[src/rtl/tnn_pkg.sv]
// Shared definitions for the ternary kernel path: 2-bit code points and the
// kernel unpack FSM state encoding.
package tnn_pkg;

    localparam logic [1:0] KCODE_ZERO = 2'b00;
    localparam logic [1:0] KCODE_POS  = 2'b01;
    localparam logic [1:0] KCODE_NEG  = 2'b11;
    localparam logic [1:0] KCODE_ILL  = 2'b10;

    typedef enum logic [1:0] {
        ST_IDLE = 2'd0,
        ST_LOAD = 2'd1,
        ST_EMIT = 2'd2,
        ST_DONE = 2'd3
    } state_t;

endpackage

[src/rtl/kernel_unpack_stream_lane_fix.sv]
// kernel_lane_fix: per-beat lane cleanup. Lanes outside the mask are forced
// to zero. With KERNEL_ERR_CHECK_EN defined, unmasked illegal codes (10) are
// replaced by zero and reported on ill_hit; otherwise codes pass unchanged.
module kernel_lane_fix
    import tnn_pkg::*;
#(
    parameter int LANES        = 4,
    parameter int KERNEL_WIDTH = 2
) (
    input  logic [LANES*KERNEL_WIDTH-1:0] codes_in,
    input  logic [LANES-1:0]              mask,
    output logic [LANES*KERNEL_WIDTH-1:0] codes_out
`ifdef KERNEL_ERR_CHECK_EN
    ,
    output logic                          ill_hit
`endif
);

    // Zero masked-off lanes; optionally scrub illegal codes in live lanes.
    always_comb begin
        codes_out = '0;
`ifdef KERNEL_ERR_CHECK_EN
        ill_hit = 1'b0;
`endif
        for (int j = 0; j < LANES; j++) begin
            if (mask[j]) begin
`ifdef KERNEL_ERR_CHECK_EN
                if (codes_in[j*KERNEL_WIDTH +: KERNEL_WIDTH] == KCODE_ILL) begin
                    codes_out[j*KERNEL_WIDTH +: KERNEL_WIDTH] = KCODE_ZERO;
                    ill_hit = 1'b1;
                end else begin
                    codes_out[j*KERNEL_WIDTH +: KERNEL_WIDTH] = codes_in[j*KERNEL_WIDTH +: KERNEL_WIDTH];
                end
`else
                codes_out[j*KERNEL_WIDTH +: KERNEL_WIDTH] = codes_in[j*KERNEL_WIDTH +: KERNEL_WIDTH];
`endif
            end
        end
    end

endmodule

[src/rtl/kernel_unpack_stream.sv]
// kernel_unpack_stream: takes packed ternary words from the weight buffer and
// streams them LANES codes per beat to the select units, with lane mask and
// last flag, for a programmed number of codes per job.
// Optional feature macro: KERNEL_ERR_CHECK_EN (illegal-code scrub + sticky err).
//
// Handshakes: a transfer happens on a rising clk edge where valid and ready
// are both high. in_ready is high only in LOAD, out_valid only in EMIT; while
// out_valid is high and out_ready low the beat payload holds stable.
module kernel_unpack_stream
    import tnn_pkg::*;
#(
    parameter int KERNEL_WIDTH = 2,
    parameter int PACK_WIDTH   = 32,
    parameter int LANES        = 4,
    parameter int COUNT_WIDTH  = 16
) (
    input  logic                          clk,
    input  logic                          rst,
    input  logic                          start,
    input  logic [COUNT_WIDTH-1:0]        num_kernels,
    input  logic                          in_valid,
    output logic                          in_ready,
    input  logic [PACK_WIDTH-1:0]         in_data,
    output logic                          out_valid,
    input  logic                          out_ready,
    output logic [LANES*KERNEL_WIDTH-1:0] kernel_out,
    output logic [LANES-1:0]              lane_mask,
    output logic                          out_last,
    output logic                          busy,
    output logic                          done,
    output logic                          err,
    output logic [1:0]                    state_dbg
);

    localparam int CODES_PER_WORD = PACK_WIDTH / KERNEL_WIDTH;
    localparam int BEATS          = CODES_PER_WORD / LANES;
    localparam int BEAT_W         = (BEATS > 1) ? $clog2(BEATS) : 1;
    localparam int BEAT_BITS      = LANES * KERNEL_WIDTH;

    state_t                   state_q, state_d;
    logic [COUNT_WIDTH-1:0]   rem_q, rem_after, take, cand_rem;
    logic [BEAT_W-1:0]        beat_cnt_q;
    logic [PACK_WIDTH-1:0]    shift_q, cand_shift;
    logic                     load_beat;
    logic [LANES-1:0]         cand_mask;
    logic                     cand_last;
    logic [BEAT_BITS-1:0]     fix_out;
    logic [BEAT_BITS-1:0]     kernel_q;
    logic [LANES-1:0]         mask_q;
    logic                     last_q;

    // Codes consumed by the current beat and the count left afterwards.
    assign take      = (rem_q >= COUNT_WIDTH'(LANES)) ? COUNT_WIDTH'(LANES) : rem_q;
    assign rem_after = rem_q - take;

    // State register.
    always_ff @(posedge clk) begin
        if (rst) state_q <= ST_IDLE;
        else     state_q <= state_d;
    end

    // Next state, plus which word/count the next beat is built from.
    always_comb begin
        state_d    = state_q;
        load_beat  = 1'b0;
        cand_shift = shift_q >> BEAT_BITS;
        cand_rem   = rem_after;
        case (state_q)
            ST_IDLE: begin
                if (start) state_d = (num_kernels != '0) ? ST_LOAD : ST_DONE;
            end
            ST_LOAD: begin
                if (in_valid) begin
                    state_d    = ST_EMIT;
                    load_beat  = 1'b1;
                    cand_shift = in_data;
                    cand_rem   = rem_q;
                end
            end
            ST_EMIT: begin
                if (out_ready) begin
                    if (rem_after == '0)                          state_d = ST_DONE;
                    else if (beat_cnt_q == BEAT_W'(BEATS - 1))    state_d = ST_LOAD;
                    else                                          load_beat = 1'b1;
                end
            end
            ST_DONE: state_d = ST_IDLE;
            default: state_d = ST_IDLE;
        endcase
    end

    // Lane mask and last flag for the beat about to be registered.
    always_comb begin
        cand_mask = '0;
        for (int j = 0; j < LANES; j++) cand_mask[j] = (cand_rem > COUNT_WIDTH'(j));
        cand_last = (cand_rem <= COUNT_WIDTH'(LANES));
    end

`ifdef KERNEL_ERR_CHECK_EN
    logic fix_ill;
    logic ill_q;
    logic err_q;
`endif

    kernel_lane_fix #(
        .LANES        (LANES),
        .KERNEL_WIDTH (KERNEL_WIDTH)
    ) u_lane_fix (
        .codes_in  (cand_shift[BEAT_BITS-1:0]),
        .mask      (cand_mask),
        .codes_out (fix_out)
`ifdef KERNEL_ERR_CHECK_EN
        ,
        .ill_hit   (fix_ill)
`endif
    );

    // Job count, word shift register, beat counter and registered beat payload.
    always_ff @(posedge clk) begin
        if (rst) begin
            rem_q      <= '0;
            beat_cnt_q <= '0;
            shift_q    <= '0;
            kernel_q   <= '0;
            mask_q     <= '0;
            last_q     <= 1'b0;
        end else begin
            case (state_q)
                ST_IDLE: if (start) rem_q <= num_kernels;
                ST_LOAD: begin
                    if (in_valid) begin
                        shift_q    <= in_data;
                        beat_cnt_q <= '0;
                    end
                end
                ST_EMIT: begin
                    if (out_ready) begin
                        rem_q      <= rem_after;
                        shift_q    <= cand_shift;
                        beat_cnt_q <= beat_cnt_q + 1'b1;
                    end
                end
                default: ;
            endcase
            if (load_beat) begin
                kernel_q <= fix_out;
                mask_q   <= cand_mask;
                last_q   <= cand_last;
            end else if (state_q == ST_EMIT && out_ready) begin
                kernel_q <= '0;
                mask_q   <= '0;
                last_q   <= 1'b0;
            end
        end
    end

`ifdef KERNEL_ERR_CHECK_EN
    // Sticky error: set when a scrubbed beat is consumed, cleared by a new job.
    always_ff @(posedge clk) begin
        if (rst) begin
            ill_q <= 1'b0;
            err_q <= 1'b0;
        end else begin
            if (load_beat) ill_q <= fix_ill;
            if (state_q == ST_IDLE && start)                    err_q <= 1'b0;
            else if (state_q == ST_EMIT && out_ready && ill_q)  err_q <= 1'b1;
        end
    end
    assign err = err_q;
`else
    assign err = 1'b0;
`endif

    assign in_ready   = (state_q == ST_LOAD);
    assign out_valid  = (state_q == ST_EMIT);
    assign kernel_out = kernel_q;
    assign lane_mask  = mask_q;
    assign out_last   = last_q;
    assign busy       = (state_q != ST_IDLE);
    assign done       = (state_q == ST_DONE);
    assign state_dbg  = state_q;

endmodule

[config.mk]
export PLATFORM = sky130hd
export DESIGN_NAME = kernel_unpack_stream
export DESIGN_NICKNAME = d
export VERILOG_FILES = /design/src/rtl/tnn_pkg.sv /design/src/rtl/kernel_unpack_stream_lane_fix.sv /design/src/rtl/kernel_unpack_stream.sv
export SDC_FILE = /design/constraint.sdc
export NUM_CORES = 1
export LEC_CHECK = 0
export CAP_MARGIN = 20
export CORE_AREA = 4 4 65 127
export DETAILED_ROUTE_END_ITERATION = 16
export DIE_AREA = 0 0 69 131
export PLACE_DENSITY = 0.69
export SLEW_MARGIN = 20
export SYNTH_ARGS = -nofsm -noshare
export SYNTH_HDL_FRONTEND = slang
export SYNTH_SLANG_ARGS = --single-unit
[constraint.sdc]
create_clock -name clk -period 9.3 [get_ports clk]
set_clock_uncertainty 0.15 [all_clocks]
set_input_delay 1.395 -clock clk [delete_from_list [all_inputs] [get_ports clk]]
set_output_delay 1.395 -clock clk [all_outputs]
set_load 0.03 [all_outputs]
# Word level (Yosys, flattened, before mapping)
# Cells that the tools add are included.
[word_totals]
register_bits = 65
latchBits = 0
mem_bits_rw = 0
romBits = 0
wordCells = 70
memories = 0
[op_classes]
add_sub_neg = 2
mul = 0
n_div = 0
order_cmp = 6
n_eq_ne = 8
shifts = 0
n_mux = 36
bitwise_logic = 0
reduce_logical = 11
[op_table]
columns = ["op", "n"]
rows = [
  ["32-bit two-way mux", 4],
  ["16-bit two-way mux", 5],
  ["32-bit one-hot mux with 2 select lines", 1],
  ["16-bit by 1-bit greater-than comparator with 1-bit output, second input constant", 2],
  ["16-bit by 2-bit greater-than comparator with 1-bit output, second input constant", 2],
  ["16-bit one-hot mux with 2 select lines", 1],
  ["2-bit two-way mux", 12],
  ["16-bit by 3-bit >= comparator with 1-bit output, second input constant", 1],
  ["16-bit by 3-bit less-or-equal comparator with 1-bit output, second input constant", 1],
  ["16-bit zero test", 1],
  ["8-bit two-way mux", 2],
  ["16-bit nonzero test", 1],
  ["16-bit subtractor", 1],
  ["4-bit two-way mux", 2],
  ["2-bit one-hot mux with 4 select lines", 1],
  ["2-bit nonzero test", 4],
  ["2-bit == test, second input constant", 3],
  ["1-bit two-way mux", 6],
  ["3-bit AND reduction", 2],
  ["2-bit != test, second input constant", 2],
  ["2-bit one-hot mux with 2 select lines", 1],
  ["4-bit AND reduction", 1],
  ["3-bit by 1-bit != test with 1-bit output, second input constant", 1],
  ["2-bit by 1-bit adder with 2-bit output, second input constant", 1],
  ["other kinds (5)", 5],
]

# Logic depth before layout (Yosys ltp)
[depth]
depth_word = 8
mapped_depth = 15

# By module
# From an unflattened synthesis, not the netlist that was laid out.
[unflattened]
cells_unflattened = 494
hier_area_um2 = 3661.0
[by_module_without_submodules]
columns = ["module", "instances", "cells_each", "area_per_inst_um2", "seq_area_each_um2"]
rows = [
  ["kernel_unpack_stream", 1, 486, 3611.0, 1141.1],
  ["kernel_lane_fix", 1, 8, 50.0, 0.0],
]

# Worst setup path before layout
# Ideal clock, no wire load.
[synth_timing]
kind = "reg2reg"
from = "register rem_q[5]"
to = "register kernel_q[3] (netlist: kernel_out[3])"
t_arrival_ns = 3.685
setup_slack_ns = 5.348
stages_incl_launch_ff = 16
path_cell_list = "dfxtp_1 -> clkbuf_1 -> nor4_1 -> nand4_1 -> or2_2 -> nand2_1 -> ha_1 -> nor2_1 -> nor3b_2 -> a311oi_1 -> mux2_2 -> nand4b_1 -> o21ai_0 -> o21ai_1 -> clkbuf_1 -> a32o_1"
[synth_between]
elab_chain_len = 8
word_cells_on_any_way = 13
[synth_rtl]
columns = ["element", "line", "rtl"]
rows = [
  ["start: declaration", "kernel_unpack_stream.sv:41", "logic [COUNT_WIDTH-1:0] rem_q, rem_after, take, cand_rem;"],
  ["start signal: assignment", "kernel_unpack_stream.sv:129", "ST_IDLE: if (start) rem_q <= num_kernels;"],
  ["start signal: assignment", "kernel_unpack_stream.sv:138", "rem_q <= rem_after;"],
  ["16-bit by 3-bit >= comparator with 1-bit output", "kernel_unpack_stream.sv:53", "assign take = (rem_q >= COUNT_WIDTH'(LANES)) ? COUNT_WIDTH'(LANES) : rem_q;"],
  ["16-bit two-way mux", "kernel_unpack_stream.sv:53", ""],
  ["16-bit subtractor", "kernel_unpack_stream.sv:54", "assign rem_after = rem_q - take;"],
  ["16-bit two-way mux / 16-bit zero test (equally long branches)", "kernel_unpack_stream.sv:73, kernel_unpack_stream.sv:82", ""],
  ["16-bit two-way mux / 1-bit two-way mux (equally long branches)", "kernel_unpack_stream.sv:68, kernel_unpack_stream.sv:82", ""],
  ["16-bit by 1-bit greater-than comparator with 1-bit output / 1-bit two-way mux (equally long branches)", "kernel_unpack_stream.sv:95, kernel_unpack_stream.sv:81", ""],
  ["2-bit two-way mux / 1-bit one-hot mux with 2 select lines (equally long branches)", "kernel_unpack_stream_lane_fix.sv:26, kernel_unpack_stream.sv:68", ""],
  ["8-bit two-way mux / 2-bit nonzero test (equally long branches)", "--", ""],
  ["end signal: assignment", "kernel_unpack_stream.sv:146", "kernel_q <= fix_out;"],
  ["end: declaration", "kernel_unpack_stream.sv:48", "logic [BEAT_BITS-1:0] kernel_q;"],
]
# Parallel ways exist; a longest one is shown, timed or not.
# A chain may end at the register's enable or synchronous reset.

# Final worst setup path
[layout_timing]
from = "register rem_q[4]"
to = "register kernel_q[7] (netlist: kernel_out[7])"
[layout_between]
elab_chain_len = 8
word_cells_on_any_way = 13
[layout_rtl]
columns = ["element", "line"]
rows = [
  ["16-bit by 3-bit >= comparator with 1-bit output", "kernel_unpack_stream.sv:53"],
  ["16-bit two-way mux", "kernel_unpack_stream.sv:53"],
  ["16-bit subtractor", "kernel_unpack_stream.sv:54"],
  ["16-bit two-way mux / 16-bit zero test (equally long branches)", "kernel_unpack_stream.sv:73, kernel_unpack_stream.sv:82"],
  ["16-bit two-way mux / 1-bit two-way mux (equally long branches)", "kernel_unpack_stream.sv:68, kernel_unpack_stream.sv:82"],
  ["16-bit by 2-bit greater-than comparator with 1-bit output / 1-bit two-way mux (equally long branches)", "kernel_unpack_stream.sv:95, kernel_unpack_stream.sv:81"],
  ["2-bit two-way mux / 1-bit one-hot mux with 2 select lines (equally long branches)", "kernel_unpack_stream_lane_fix.sv:26, kernel_unpack_stream.sv:68"],
  ["8-bit two-way mux / 2-bit nonzero test (equally long branches)", "--"],
]
# Parallel ways exist; a longest one is shown, timed or not.

==> impl_metrics.tcl <==
set metrics [dict create \
    setup-tns-final_ps 0 \
    path_delay_family "simple AND/OR/NAND/NOR gates" \
    grt_pass1_wl_um 17000 \
    cts_hold_buffers 0 \
    ys_types 54 \
    drtPass1Iterations 5 \
    layout.area.seq_um2 1140 \
    critical_path_required_ps 9370 \
    drive_gt1_share_pct 6.56 \
    multi_input_area_um2 1960 \
    h-tree-depth 3 \
    synth_edf_count 0 \
    io_pins 73 \
    area_growth_pct 32.6 \
    nets 558 \
    slew_viol_final 0 \
    power_density_nw_per_um2 350 \
    rr_endpoint "kernel_out[7]" \
    io_buffers 71 \
    start_kind "flip-flop" \
    cts.clk_slew.worst_paths_ps 50 \
    slowest_stage "nor4_1" \
    rr_worst_depth 13 \
    row_count 44 \
    vias 3492 \
    ys_ff_latch 57 \
    clk_latency_ps 330 \
    antenna_found_initial 0 \
    numCtsBuffers 9 \
    avgSynthCellArea_um2 7.32 \
    antennaDiodeCount 0 \
    cellLeakagePower_nw 1.60 \
    clock_power_share_pct 25.2 \
    hp-class "flip-flop to flip-flop" \
    period_minus_slack_ps 4480 \
    maxCapViolations 0 \
    fin_crit_sh_pct 48.2 \
    grt_use_total_pct 24.1 \
    ys.warnings.count 0 \
    hpwlAfterDp_um 8090 \
    vias_per_cell 5.87 \
    power.total_w 0.00152 \
    critPathBufInv 0 \
    rsz0062_at_grt "false" \
    grt_overflow 0 \
    path_class "flip-flop to flip-flop" \
    fmax_mhz 223 \
    min_delay_path_depth 2 \
    grt_max_degree 51 \
    drt-initial-drc-count 277 \
    cp_data_arrival_time_ps 4550 \
    worstPathMaxFanout 13 \
    layoutNonFillerInstCount 595 \
    fin_area_um2 4350 \
    post_cts_buffers 0 \
    synth_ff_type "dfxtp_1" \
    path_cells "nor4_1, nand4_1, or2_2, nand2_1, ha_1, nor2_1, nor3b_2, a311oi_1, mux2_2, nand4b_1, o21ai_0, o21ai_1, a32o_1" \
    peakVddDrop_mv 0.196 \
    drtAntennaViolNets 0 \
    ctsRootBufferMaster "clkbuf_16" \
    finalHoldViolations 0 \
    outcome "complete, no violations" \
    placed_cell_area_um2 4000 \
    power.internal_w 0.000861 \
    grt_pass1_vias 3489 \
    synthCells 448 \
    cts_tree "built" \
    syn_area_um2 3280 \
    r2r_start "rem_q[4]" \
    dpl.cell_count 579 \
    worst_slew_pin_slew_ps 852 \
    synth-async-reset-ratio_pct 0 \
    switching_share_pct 43.4 \
    whs_endpoint "shift_q[29]" \
    p_sw_w 0.000661 \
    cts.sinks 57 \
    start_util_pct 45.1 \
    setup_viol 0 \
    max-clock-path-buffers 2 \
    core_um2 7270 \
    yosysSeqAreaShare_pct 34.8 \
    max_slew_margin_pct 42.8 \
    gp_congestion 0.944 \
    max_stage_delay_ps 630 \
    cts-resized-gates 0 \
    fillCellCount 725 \
    die-area_um2 9040 \
    pwr-share-comb_pct 48.2 \
    wl_per_cell_um 18.2 \
    min_from "shift_q[29]" \
    die_h_um 131 \
    r2r_setup_slack_ps 4820 \
    synth_nets 508 \
    seqPwrFrac_pct 26.6 \
    cp-end-kind "flip-flop" \
    fp.dieW_um 69 \
    drt_wl_total_um 10800 \
    final_core_util_pct 59.8 \
    drc 0 \
]
## power by group through the flow
stage / clock [W] / sequential (W) / combinational (W)
CTS: 0.000389 / 0.000402 / 0.000733
detailed placement: 0 / 0.000407 / 0.000729
floorplan: 0 / 0.000380 / 0.000541
global placement: 0 / 0.000404 / 0.000727
finish: 0.000384 / 0.000405 / 0.000734
global route: 0.000400 / 0.000414 / 0.000806
## metrics by stage
step	setup WS [ps]	hold WS, ps
after floorplan	5350	282
after global placement	4920	290
after detailed placement	4850	299
after CTS	4840	306
after global routing	4320	326
final	4820	304
## how the worst max path moves through the flow
stage | startpoint | slack [ps] | depth (start not counted) | to
final | rem_q[4] | 4820 | 13 | kernel_out[7]
after detailed placement | rem_q[4] | 4850 | 13 | kernel_out[7]
after global routing | rem_q[4] | 4320 | 13 | kernel_out[0]
after global placement | rem_q[4] | 4920 | 13 | out_last
after floorplan | rem_q[5] | 5350 | 15 | kernel_out[3]
after CTS | rem_q[4] | 4840 | 13 | kernel_out[7]
## synth_stat cells (3+ instances only)
| cell type | instances | area [um2] |
|---|---|---|
| o21ai_0 | 22 | 110 |
| a22o_1 | 4 | 35.0 |
| a32o_1 | 9 | 90.1 |
| nand4_1 | 4 | 25.0 |
| a21oi_1 | 27 | 135 |
| nor3_1 | 7 | 35.0 |
| nand2_1 | 84 | 315 |
| or2_2 | 5 | 31.3 |
| dfxtp_1 | 57 | 1140 |
| nor2_1 | 57 | 214 |
| ha_1 | 7 | 87.6 |
| nand4b_1 | 3 | 26.3 |
| nand3_1 | 30 | 150 |
| clkbuf_1 | 33 | 124 |
| nand2b_1 | 4 | 25.0 |
| xnor2_1 | 4 | 35.0 |
| o2bb2ai_1 | 3 | 26.3 |
| a211oi_1 | 8 | 60.1 |
| a311oi_1 | 17 | 149 |
| inv_1 | 7 | 26.3 |
| a22oi_1 | 6 | 45.0 |
| nor4_1 | 7 | 43.8 |
| o41ai_1 | 4 | 35.0 |
## layout by cell type (no fill, tap or decap), drive strengths merged, types with 3 or more instances in the layout
| cell | instances |
|---|---|
| dfxtp | 57 |
| bufinv | 3 |
| nand2b | 4 |
| nand4b | 3 |
| a21oi | 27 |
| a22oi | 6 |
| nand3 | 30 |
| o41ai | 4 |
| a22o | 4 |
| nor4 | 7 |
| or2 | 5 |
| nand4 | 4 |
| a32o | 9 |
| inv | 7 |
| a311oi | 17 |
| buf | 6 |
| nand2 | 84 |
| o2bb2ai | 3 |
| nor3 | 7 |
| xnor2 | 4 |
| ha | 7 |
| a211oi | 9 |
| o21ai | 23 |
| clkbuf | 11 |
| clkdlybuf4s50 | 71 |
| nor2 | 58 |
## final cells by class
cell class	instances	share of cell area, %
Timing Repair Buffer	77	17.4
Clock inverter	5	2.36
Tap cell	92	2.65
Sequential cell	57	26.2
Inverter	8	0.691
Clock buffer	11	5.58
Multi-Input combinational cell	345	45.1
## registers in the layout, summed over array words and instances, names as in the netlist
signal / count
shift_q: 24
rem_q: 16
kernel_out: 8
lane_mask: 4
beat_cnt_q: 2
state_dbg: 2
out_last: 1
## tightest hold or removal path: cells and delay by family, from the launching register on
kind,cells,cell delay (ps)
DFF,1,300
and+or+nand+nor,1,50
AOI/OAI and AO/OA,1,50
## cell families after synthesis
family / synth area share [%]
AOI/OAI and AO/OA: 25.3
muxes: 0.954
other: 0.229
and+or+nand+nor: 29.5
DFF: 34.8
xor gates and xnor gates: 1.07
adders and majority gates: 2.67
buffers and inverters: 5.46
## per-layer routing
metal  part of all wire [%]  vias up  track usage (%)
met1                     33     1616             20.5
met3                    4.9       37             5.74
li1                       -     1709                -
met5                      0        -                0
met4                    6.0        0             17.4
met2                     56      130             47.6
(Power assumes the default switching activity.)
